**config.mk**
```make
export PLATFORM = sky130hd
export DESIGN_NAME = mem_port_arbiter
export DESIGN_NICKNAME = d
export VERILOG_FILES = /design/src/rtl/mem_arb_pkg.sv /design/src/rtl/mem_arb_watchdog.sv /design/src/rtl/mem_port_arbiter.sv
export SDC_FILE = /design/constraint.sdc
export NUM_CORES = 1
export LEC_CHECK = 0
export BUFFER_PORTS_ARGS = -buffer_cell sky130_fd_sc_hd__buf_4
export CORE_MARGIN = 3
export CORE_UTILIZATION = 47
export CTS_CLUSTER_DIAMETER = 40
export CTS_CLUSTER_SIZE = 10
export DETAILED_ROUTE_END_ITERATION = 10
export PLACE_DENSITY = 0.83
export SYNTH_ARGS = -nofsm -noshare
export SYNTH_HDL_FRONTEND = slang
export SYNTH_HIERARCHICAL = 1
export SYNTH_SLANG_ARGS = --single-unit
```
**constraint.sdc**
```tcl
create_clock -name clk -period 5.5 [get_ports clk]
set_input_delay 1.1 -clock clk [delete_from_list [all_inputs] [get_ports clk]]
set_output_delay 1.1 -clock clk [all_outputs]
set_load 0.05 [all_outputs]
```
**src/rtl/mem_arb_pkg.sv**
```systemverilog
// Shared types and constants for the memory port arbiter.
// The optional bus watchdog is enabled by defining MEM_ARB_TIMEOUT_EN.
package mem_arb_pkg;

  typedef enum logic [1:0] {
    IDLE  = 2'd0,
    DATA  = 2'd1,
    FETCH = 2'd2
  } arb_state_t;

  localparam int DEF_ADDR_W         = 32;
  localparam int DEF_DATA_W         = 32;
  localparam int SEL_W              = DEF_DATA_W / 8;
  localparam int DEF_TIMEOUT_CYCLES = 255;
  localparam int WDOG_CNT_W         = 16;

  // A transfer is in flight whenever the FSM owns the bus.
  function automatic logic is_busy(input arb_state_t s);
    return (s == DATA) || (s == FETCH);
  endfunction

endpackage

```
**src/rtl/mem_arb_watchdog.sv**
```systemverilog
// Bus wait watchdog for mem_port_arbiter (used only with MEM_ARB_TIMEOUT_EN).
// Counts wait cycles of the current transfer and aborts it once the count
// reaches TIMEOUT_CYCLES (expected to be at least 1 and to fit the counter).
module mem_arb_watchdog
  import mem_arb_pkg::*;
#(
  parameter int TIMEOUT_CYCLES = DEF_TIMEOUT_CYCLES
) (
  input  logic clk,
  input  logic reset,
  input  logic grant_i,
  input  logic busy_i,
  input  logic done_i,
  output logic abort_o,
  output logic timeout_o
);

  localparam logic [WDOG_CNT_W-1:0] LAST_WAIT = WDOG_CNT_W'(TIMEOUT_CYCLES - 1);

  logic [WDOG_CNT_W-1:0] cnt_q, cnt_d;
  logic                  timeout_q, timeout_d;

  // The abort fires on the edge that would complete the last allowed wait cycle.
  assign abort_o   = busy_i & ~done_i & (cnt_q == LAST_WAIT);
  assign timeout_o = timeout_q;

  // Next-state for the wait counter and the one-cycle timeout pulse.
  always_comb begin
    cnt_d     = cnt_q;
    timeout_d = abort_o;
    if (grant_i) begin
      cnt_d = {WDOG_CNT_W{1'b0}};
    end else if (busy_i && !done_i && !abort_o) begin
      cnt_d = cnt_q + {{(WDOG_CNT_W-1){1'b0}}, 1'b1};
    end else begin
      cnt_d = cnt_q;
    end
  end

  // Watchdog registers.
  always_ff @(posedge clk or posedge reset) begin
    if (reset) begin
      cnt_q     <= {WDOG_CNT_W{1'b0}};
      timeout_q <= 1'b0;
    end else begin
      cnt_q     <= cnt_d;
      timeout_q <= timeout_d;
    end
  end

endmodule

```
**src/rtl/mem_port_arbiter.sv**
```systemverilog
// Arbiter sharing one Wishbone-style master port between instruction fetch
// (IF) and load/store (MEM). Data has fixed priority because it belongs to
// the older instruction. stall_pipl holds the pipeline until every active
// request of the current step has been served.
// Optional bus watchdog: define MEM_ARB_TIMEOUT_EN.
module mem_port_arbiter
  import mem_arb_pkg::*;
#(
  parameter int ADDR_W         = DEF_ADDR_W,
  parameter int DATA_W         = DEF_DATA_W,
  parameter int TIMEOUT_CYCLES = DEF_TIMEOUT_CYCLES
) (
  input  logic                clk,
  input  logic                reset,
  input  logic                if_req,
  input  logic [ADDR_W-1:0]   if_addr,
  output logic [DATA_W-1:0]   if_rdata,
  output logic                if_err,
  input  logic                dm_req,
  input  logic                dm_we,
  input  logic [ADDR_W-1:0]   dm_addr,
  input  logic [DATA_W-1:0]   dm_wdata,
  input  logic [DATA_W/8-1:0] dm_sel,
  output logic [DATA_W-1:0]   dm_rdata,
  output logic                dm_err,
  output logic                stall_pipl,
  output logic                bus_cyc,
  output logic                bus_stb,
  output logic                bus_we,
  output logic [ADDR_W-1:0]   bus_adr,
  output logic [DATA_W-1:0]   bus_dat_o,
  output logic [DATA_W/8-1:0] bus_sel,
  input  logic [DATA_W-1:0]   bus_dat_i,
  input  logic                bus_ack,
  input  logic                bus_err,
  output logic                bus_timeout
);

  localparam int SW = DATA_W / 8;

  arb_state_t        state_q, state_d;
  logic              if_served_q, if_served_d;
  logic              dm_served_q, dm_served_d;
  logic              bus_cyc_q, bus_cyc_d;
  logic              bus_we_q, bus_we_d;
  logic [ADDR_W-1:0] bus_adr_q, bus_adr_d;
  logic [DATA_W-1:0] bus_dat_o_q, bus_dat_o_d;
  logic [SW-1:0]     bus_sel_q, bus_sel_d;
  logic [DATA_W-1:0] if_rdata_q, if_rdata_d;
  logic [DATA_W-1:0] dm_rdata_q, dm_rdata_d;
  logic              if_err_q, if_err_d;
  logic              dm_err_q, dm_err_d;

  logic grant_s;
  logic busy_s;
  logic done_s;
  logic abort_s;
  logic fail_s;
  logic advance_s;

  // Stall while any active request of this pipeline step is still unserved.
  assign stall_pipl = (if_req & ~if_served_q) | (dm_req & ~dm_served_q);
  assign advance_s  = ~stall_pipl;
  assign busy_s     = is_busy(state_q);
  assign done_s     = bus_ack | bus_err;
  // An error or a watchdog abort both end the transfer with err=1, rdata=0.
  assign fail_s     = bus_err | abort_s;

`ifdef MEM_ARB_TIMEOUT_EN
  mem_arb_watchdog #(
    .TIMEOUT_CYCLES (TIMEOUT_CYCLES)
  ) u_watchdog (
    .clk       (clk),
    .reset     (reset),
    .grant_i   (grant_s),
    .busy_i    (busy_s),
    .done_i    (done_s),
    .abort_o   (abort_s),
    .timeout_o (bus_timeout)
  );
`else
  assign abort_s     = 1'b0;
  assign bus_timeout = 1'b0;
`endif

  assign bus_cyc   = bus_cyc_q;
  assign bus_stb   = bus_cyc_q;
  assign bus_we    = bus_we_q;
  assign bus_adr   = bus_adr_q;
  assign bus_dat_o = bus_dat_o_q;
  assign bus_sel   = bus_sel_q;
  assign if_rdata  = if_rdata_q;
  assign if_err    = if_err_q;
  assign dm_rdata  = dm_rdata_q;
  assign dm_err    = dm_err_q;

  // Grant/complete FSM: picks the owner, launches and retires bus transfers.
  always_comb begin
    state_d     = state_q;
    if_served_d = if_served_q;
    dm_served_d = dm_served_q;
    bus_cyc_d   = bus_cyc_q;
    bus_we_d    = bus_we_q;
    bus_adr_d   = bus_adr_q;
    bus_dat_o_d = bus_dat_o_q;
    bus_sel_d   = bus_sel_q;
    if_rdata_d  = if_rdata_q;
    dm_rdata_d  = dm_rdata_q;
    if_err_d    = if_err_q;
    dm_err_d    = dm_err_q;
    grant_s     = 1'b0;

    case (state_q)
      IDLE: begin
        if (dm_req && !dm_served_q) begin
          state_d     = DATA;
          grant_s     = 1'b1;
          bus_cyc_d   = 1'b1;
          bus_we_d    = dm_we;
          bus_adr_d   = dm_addr;
          bus_dat_o_d = dm_wdata;
          bus_sel_d   = dm_sel;
        end else if (if_req && !if_served_q) begin
          state_d     = FETCH;
          grant_s     = 1'b1;
          bus_cyc_d   = 1'b1;
          bus_we_d    = 1'b0;
          bus_adr_d   = if_addr;
          bus_sel_d   = {SW{1'b1}};
        end else begin
          state_d     = IDLE;
        end
      end
      DATA: begin
        if (done_s || abort_s) begin
          state_d     = IDLE;
          bus_cyc_d   = 1'b0;
          dm_served_d = 1'b1;
          dm_rdata_d  = fail_s ? {DATA_W{1'b0}} : bus_dat_i;
          dm_err_d    = fail_s;
        end else begin
          state_d     = DATA;
        end
      end
      FETCH: begin
        if (done_s || abort_s) begin
          state_d     = IDLE;
          bus_cyc_d   = 1'b0;
          if_served_d = 1'b1;
          if_rdata_d  = fail_s ? {DATA_W{1'b0}} : bus_dat_i;
          if_err_d    = fail_s;
        end else begin
          state_d     = FETCH;
        end
      end
      default: begin
        state_d   = IDLE;
        bus_cyc_d = 1'b0;
      end
    endcase

    // Advance edge: the step is over, so forget who was served. A transfer
    // still in flight for a dropped request is thereby discarded.
    if (advance_s) begin
      if_served_d = 1'b0;
      dm_served_d = 1'b0;
    end else begin
      if_served_d = if_served_d;
      dm_served_d = dm_served_d;
    end
  end

  // State, bus and result registers; reset drops the bus cycle at once.
  always_ff @(posedge clk or posedge reset) begin
    if (reset) begin
      state_q     <= IDLE;
      if_served_q <= 1'b0;
      dm_served_q <= 1'b0;
      bus_cyc_q   <= 1'b0;
      bus_we_q    <= 1'b0;
      bus_adr_q   <= {ADDR_W{1'b0}};
      bus_dat_o_q <= {DATA_W{1'b0}};
      bus_sel_q   <= {SW{1'b0}};
      if_rdata_q  <= {DATA_W{1'b0}};
      dm_rdata_q  <= {DATA_W{1'b0}};
      if_err_q    <= 1'b0;
      dm_err_q    <= 1'b0;
    end else begin
      state_q     <= state_d;
      if_served_q <= if_served_d;
      dm_served_q <= dm_served_d;
      bus_cyc_q   <= bus_cyc_d;
      bus_we_q    <= bus_we_d;
      bus_adr_q   <= bus_adr_d;
      bus_dat_o_q <= bus_dat_o_d;
      bus_sel_q   <= bus_sel_d;
      if_rdata_q  <= if_rdata_d;
      dm_rdata_q  <= dm_rdata_d;
      if_err_q    <= if_err_d;
      dm_err_q    <= dm_err_d;
    end
  end

endmodule

```
---- Word-level counts from Yosys, hierarchy flattened ----
Cells that the tools add are included.
word-level totals
  register bits ........................... 140
  bits of input ports ..................... 139
  output and inout bits ................... 139
  logic and storage cells ................. 60
cells by class
  eq/ne operators ......................... 7
  mux-type cells .......................... 21
  bitwise gates (word level) .............. 6
  reduce and logical (&&, ||, !) cells .... 14
operators with widths
  cell                count
  $mux 32             3
  $reduce_and 2->1    7
  $mux 1              11
  $mux 4              2
  $ne 2x1->1 const B  4
  $mux 2              3
  $pmux 2 s3          1
  $ne 3x3->1 const B  1
  $and 1x1->1         2
  $eq 2x1->1 const B  1
  $eq 2x2->1 const B  1
  $logic_and 1x1->1   2
  $logic_not 1->1     2
  $logic_not 2->1     1
  $not 1->1           2
  $or 1x1->1          2
  $pmux 1 s2          1
  $reduce_bool 2->1   1
  $reduce_or 2->1     1

---- Longest topological paths before layout ----
  word-level depth ........................ 5
  gate-level depth with buffers ........... 7
  depth with buffers taken out ............ 5

---- Worst setup path before layout ----
No wires, ideal clock.
  path type ............................... input port to output port
  start point ............................. in dm_req
  end point ............................... out stall_pipl
  arrival ................................. 1.759 ns
  setup slack ............................. 2.641 ns
  cell stages on the path ................. 4
  buffers on the path ..................... 1
  cells stage by stage .................... and2b_1 buf_4 nor2_1 inv_1
between the ends
  longest elaborated chain between the ends .. 2
ends and longest elaborated chain
  element      RTL line                RTL
  from (decl)  mem_port_arbiter.sv:19  input logic dm_req,
  $and 1x1->1  mem_port_arbiter.sv:62  assign stall_pipl = (if_req & ~if_served_q) | (dm_req & ~dm_served_q);
  $or 1x1->1   mem_port_arbiter.sv:62
  to (decl)    mem_port_arbiter.sv:26  output logic stall_pipl,
Every way passes these cells.

---- Final worst setup path ----
Same ends and word-level chain as after synthesis.

==> impl_metrics.env <==
export IMPL_worstSkewPairLatency_ns=0.41
export IMPL_worstPathArrival_ns=1.92
export IMPL_leakage_nw=4.428
export IMPL_die_w_um=119.7
export IMPL_timing_hold_ws_ns=0.4793
export IMPL_clockBufferDepth=2
export IMPL_area_growth_pct=45.09
export IMPL_crit_chain="buf_4 -> and2b_1 -> nor2_1 -> inv_1 -> buf_4"
export IMPL_crit_path_end_kind="primary output"
export IMPL_hold_viol=0
export IMPL_gp_congestion=0.7467
export IMPL_final_antenna_net_count=0
export IMPL_core_rowCount=40
export IMPL_cts_sinks=140
export IMPL_holdCritPathClass="flip-flop to flip-flop"
export IMPL_routedWlPerCell_um=18.10
export IMPL_rsz0062_at_grt="no"
export IMPL_root_buffer="clkbuf_16"
export IMPL_ys_types=28
export IMPL_antenna_found_initial=0
export IMPL_synth_area_per_cell_um2=12.88
export IMPL_dp_hpwl_um=12090
export IMPL_crit_type="primary input to primary output"
export IMPL_grt_usage=0.2317
export IMPL_start_util=0.4936
export IMPL_cts_hold_buf=0
export IMPL_synth_seq_cells=140
export IMPL_cts_resized=0
export IMPL_clock_skew_ns=0.008199
export IMPL_setup_viol=0
export IMPL_crit_top_cell="buf_4"
export IMPL_cp_top_family="simple AND/OR/NAND/NOR gates"
export IMPL_diodes=0
export IMPL_yosysSeqAreaShare=0.5765
export IMPL_max_freq_mhz=331.0
export IMPL_io_pins=278
export IMPL_syn_num_nets=615
export IMPL_tightest_slew_ns=0.9457
export IMPL_cts_made_buffers=17
export IMPL_reg2reg_slack_ns=2.90
export IMPL_fin_nets=881
export IMPL_clkTransAtPathRegs_ns=0.06
export IMPL_drv_slew=0
export IMPL_cp_required_ns=4.40
export IMPL_critPathMaxFanout=7
export IMPL_path_depth=5
export IMPL_via_count=4591
export IMPL_slowest_delay_ns=0.23
export IMPL_relSlewSlack=0.3696
export IMPL_grt_pass1_wl_um=26080
export IMPL_peakVddDrop_uv=441.5
export IMPL_dr_first_iter_drc_count=281
export IMPL_r2r_start="dm_served_q"
export IMPL_grt_max_degree=110
export IMPL_min_period_ns=3.021
export IMPL_vias_per_cell=4.996
export IMPL_startpoint="dm_req"
export IMPL_post_cts_buffers=0
export IMPL_setup_tns_ns=0
export IMPL_grt_ovfl_total=0
export IMPL_cp_start_kind="primary input"
export IMPL_worst_r2r_cell_count=4
export IMPL_yosys_warnings=6
export IMPL_core_area_mm2=0.01231
export IMPL_cap_violations=0
export IMPL_firstDrtPassIters=4
export IMPL_fin_crit_sh=0.5493
export IMPL_post_route_drc_count=0
export IMPL_status="complete, no violations"
export IMPL_cts_tree="done"
export IMPL_drive_gt1_frac=0.5486
export IMPL_first_global_vias=5066
export IMPL_total_power_mw=6.524
export IMPL_r2r_end="bus_adr[29]"
export IMPL_cp_slowest_cell="and2b_1"
export IMPL_die_h_um=119.7
export IMPL_endpoint="stall_pipl"
export IMPL_syn_inst=472
export IMPL_syn_area_mm2=0.006077
export IMPL_portBuffers=276
export IMPL_wl_um=16640
export IMPL_htreeDepth=4
export IMPL_power_density_mw_per_mm2=740.0
export IMPL_die_area_mm2=0.01433
export IMPL_cp_num_buf_inv=3
-- cell families (layout without fill, tap and decap cells) --
group                    after synthesis  after routing  synth area share
AO/OA/AOI/OAI                         81             81           0.07289
adder cells (fa/ha/maj)                4              4          0.008236
buffers and inverters                 39            318           0.04159
flip-flops                           140            140            0.5765
multiplexers                          96             96            0.2125
other                                  1              1         0.0006171
AND/OR/NAND/NOR                      111            111           0.08771
-- metrics by stage --
stage	worst slack, ns	instance area (um2)	std cells	util
after detailed placement	2.185	8194	887	0.6655
after global placement	2.275	8194	887	0.6655
final	2.479	8817	919	0.7162
after global routing	2.407	8817	919	0.7162
after CTS	2.485	8817	919	0.7162
after floorplan	0.6471	6077	472	-
-- worst min path at each step --
stage / start / to / slack (ns) / cells after the start
3_5_place_dp: if_rdata[21] / if_rdata[21] / 0.47 / 2
2_1_floorplan: if_served_q / if_served_q / 0.50 / 2
4_1_cts: if_rdata[21] / if_rdata[21] / 0.48 / 2
3_3_place_gp: dm_rdata[0] / dm_rdata[0] / 0.46 / 2
6_report: if_rdata[1] / if_rdata[1] / 0.48 / 2
5_1_grt: dm_rdata[26] / dm_rdata[26] / 0.51 / 2
-- sequential cells by signal (all words and copies together), names as in the netlist --
signal,count
bus_adr,32
dm_rdata,32
bus_sel,4
if_err,1
dm_err,1
dm_served_q,1
bus_we,1
if_rdata,32
bus_dat_o,32
state_q,2
if_served_q,1
bus_cyc,1
-- tightest hold or removal path, delay by kind of cell (launching register included) --
kind	cells	cell delay (ns)
flip-flops	1	0.34
AND/OR/NAND/NOR	1	0.05
AO/OA/AOI/OAI	1	0.06
-- cell usage in the layout, fill, tap and decap left out, drive strengths merged --
cell,n
buf,280
dfrtp,140
mux2,96
nand2,68
o21ai,67
nand2b,34
clkbuf,23
inv,6
a21oi,4
ha,4
nand3b,3
o21a,3
nor2,3
bufinv,3
clkinvlp,3
clkinv,3
o22a,2
a22o,2
a21boi,1
and2b,1
nor2b,1
a32oi,1
nor3b,1
a32o,1
conb,1
-- power breakdown --
group          total (mW)  switching, mW  internal, mW
Combinational        3.57           2.36          1.21
Clock                1.18          0.418         0.762
Sequential           1.77          0.274          1.50
-- cell type report --
cell class                 count  area [um2]
sequential                   140        3503
fill                         872        3495
multi-input combinational    293        2351
timing repair buffer         280        2102
clock buffer                  23       488.0
tap                          168       210.2
clock inverter                 9       135.1
inverter                       6       27.53
-- metal layers --
| layer | track usage | up-vias | routed length [um] |
|---|---|---|---|
| met4 | 0.07659 | 0 | 339 |
| met5 | 0 | - | 0 |
| met2 | 0.3983 | 202 | 8411 |
| met3 | 0.09519 | 30 | 1641 |
| li1 | - | 2133 | - |
| met1 | 0.2620 | 2226 | 6246 |
-- Yosys cell counts, drive strengths merged --
cell    instances  area share
dfrtp         140        0.58
mux2           96        0.21
nand2          68       0.042
o21ai          67       0.055
nand2b         34       0.036
buf            24       0.032
clkbuf          9      0.0056
inv             6      0.0037
a21oi           4      0.0033
ha              4      0.0082
nand3b          3      0.0037
nor2            3      0.0019
o21a            3      0.0037
a22o            2      0.0029
o22a            2      0.0029
a21boi          1      0.0019
a32o            1      0.0016
a32oi           1      0.0014
and2b           1      0.0012
conb            1     0.00062
nor2b           1      0.0010
nor3b           1      0.0012
Power figures use the tool's default switching activity.
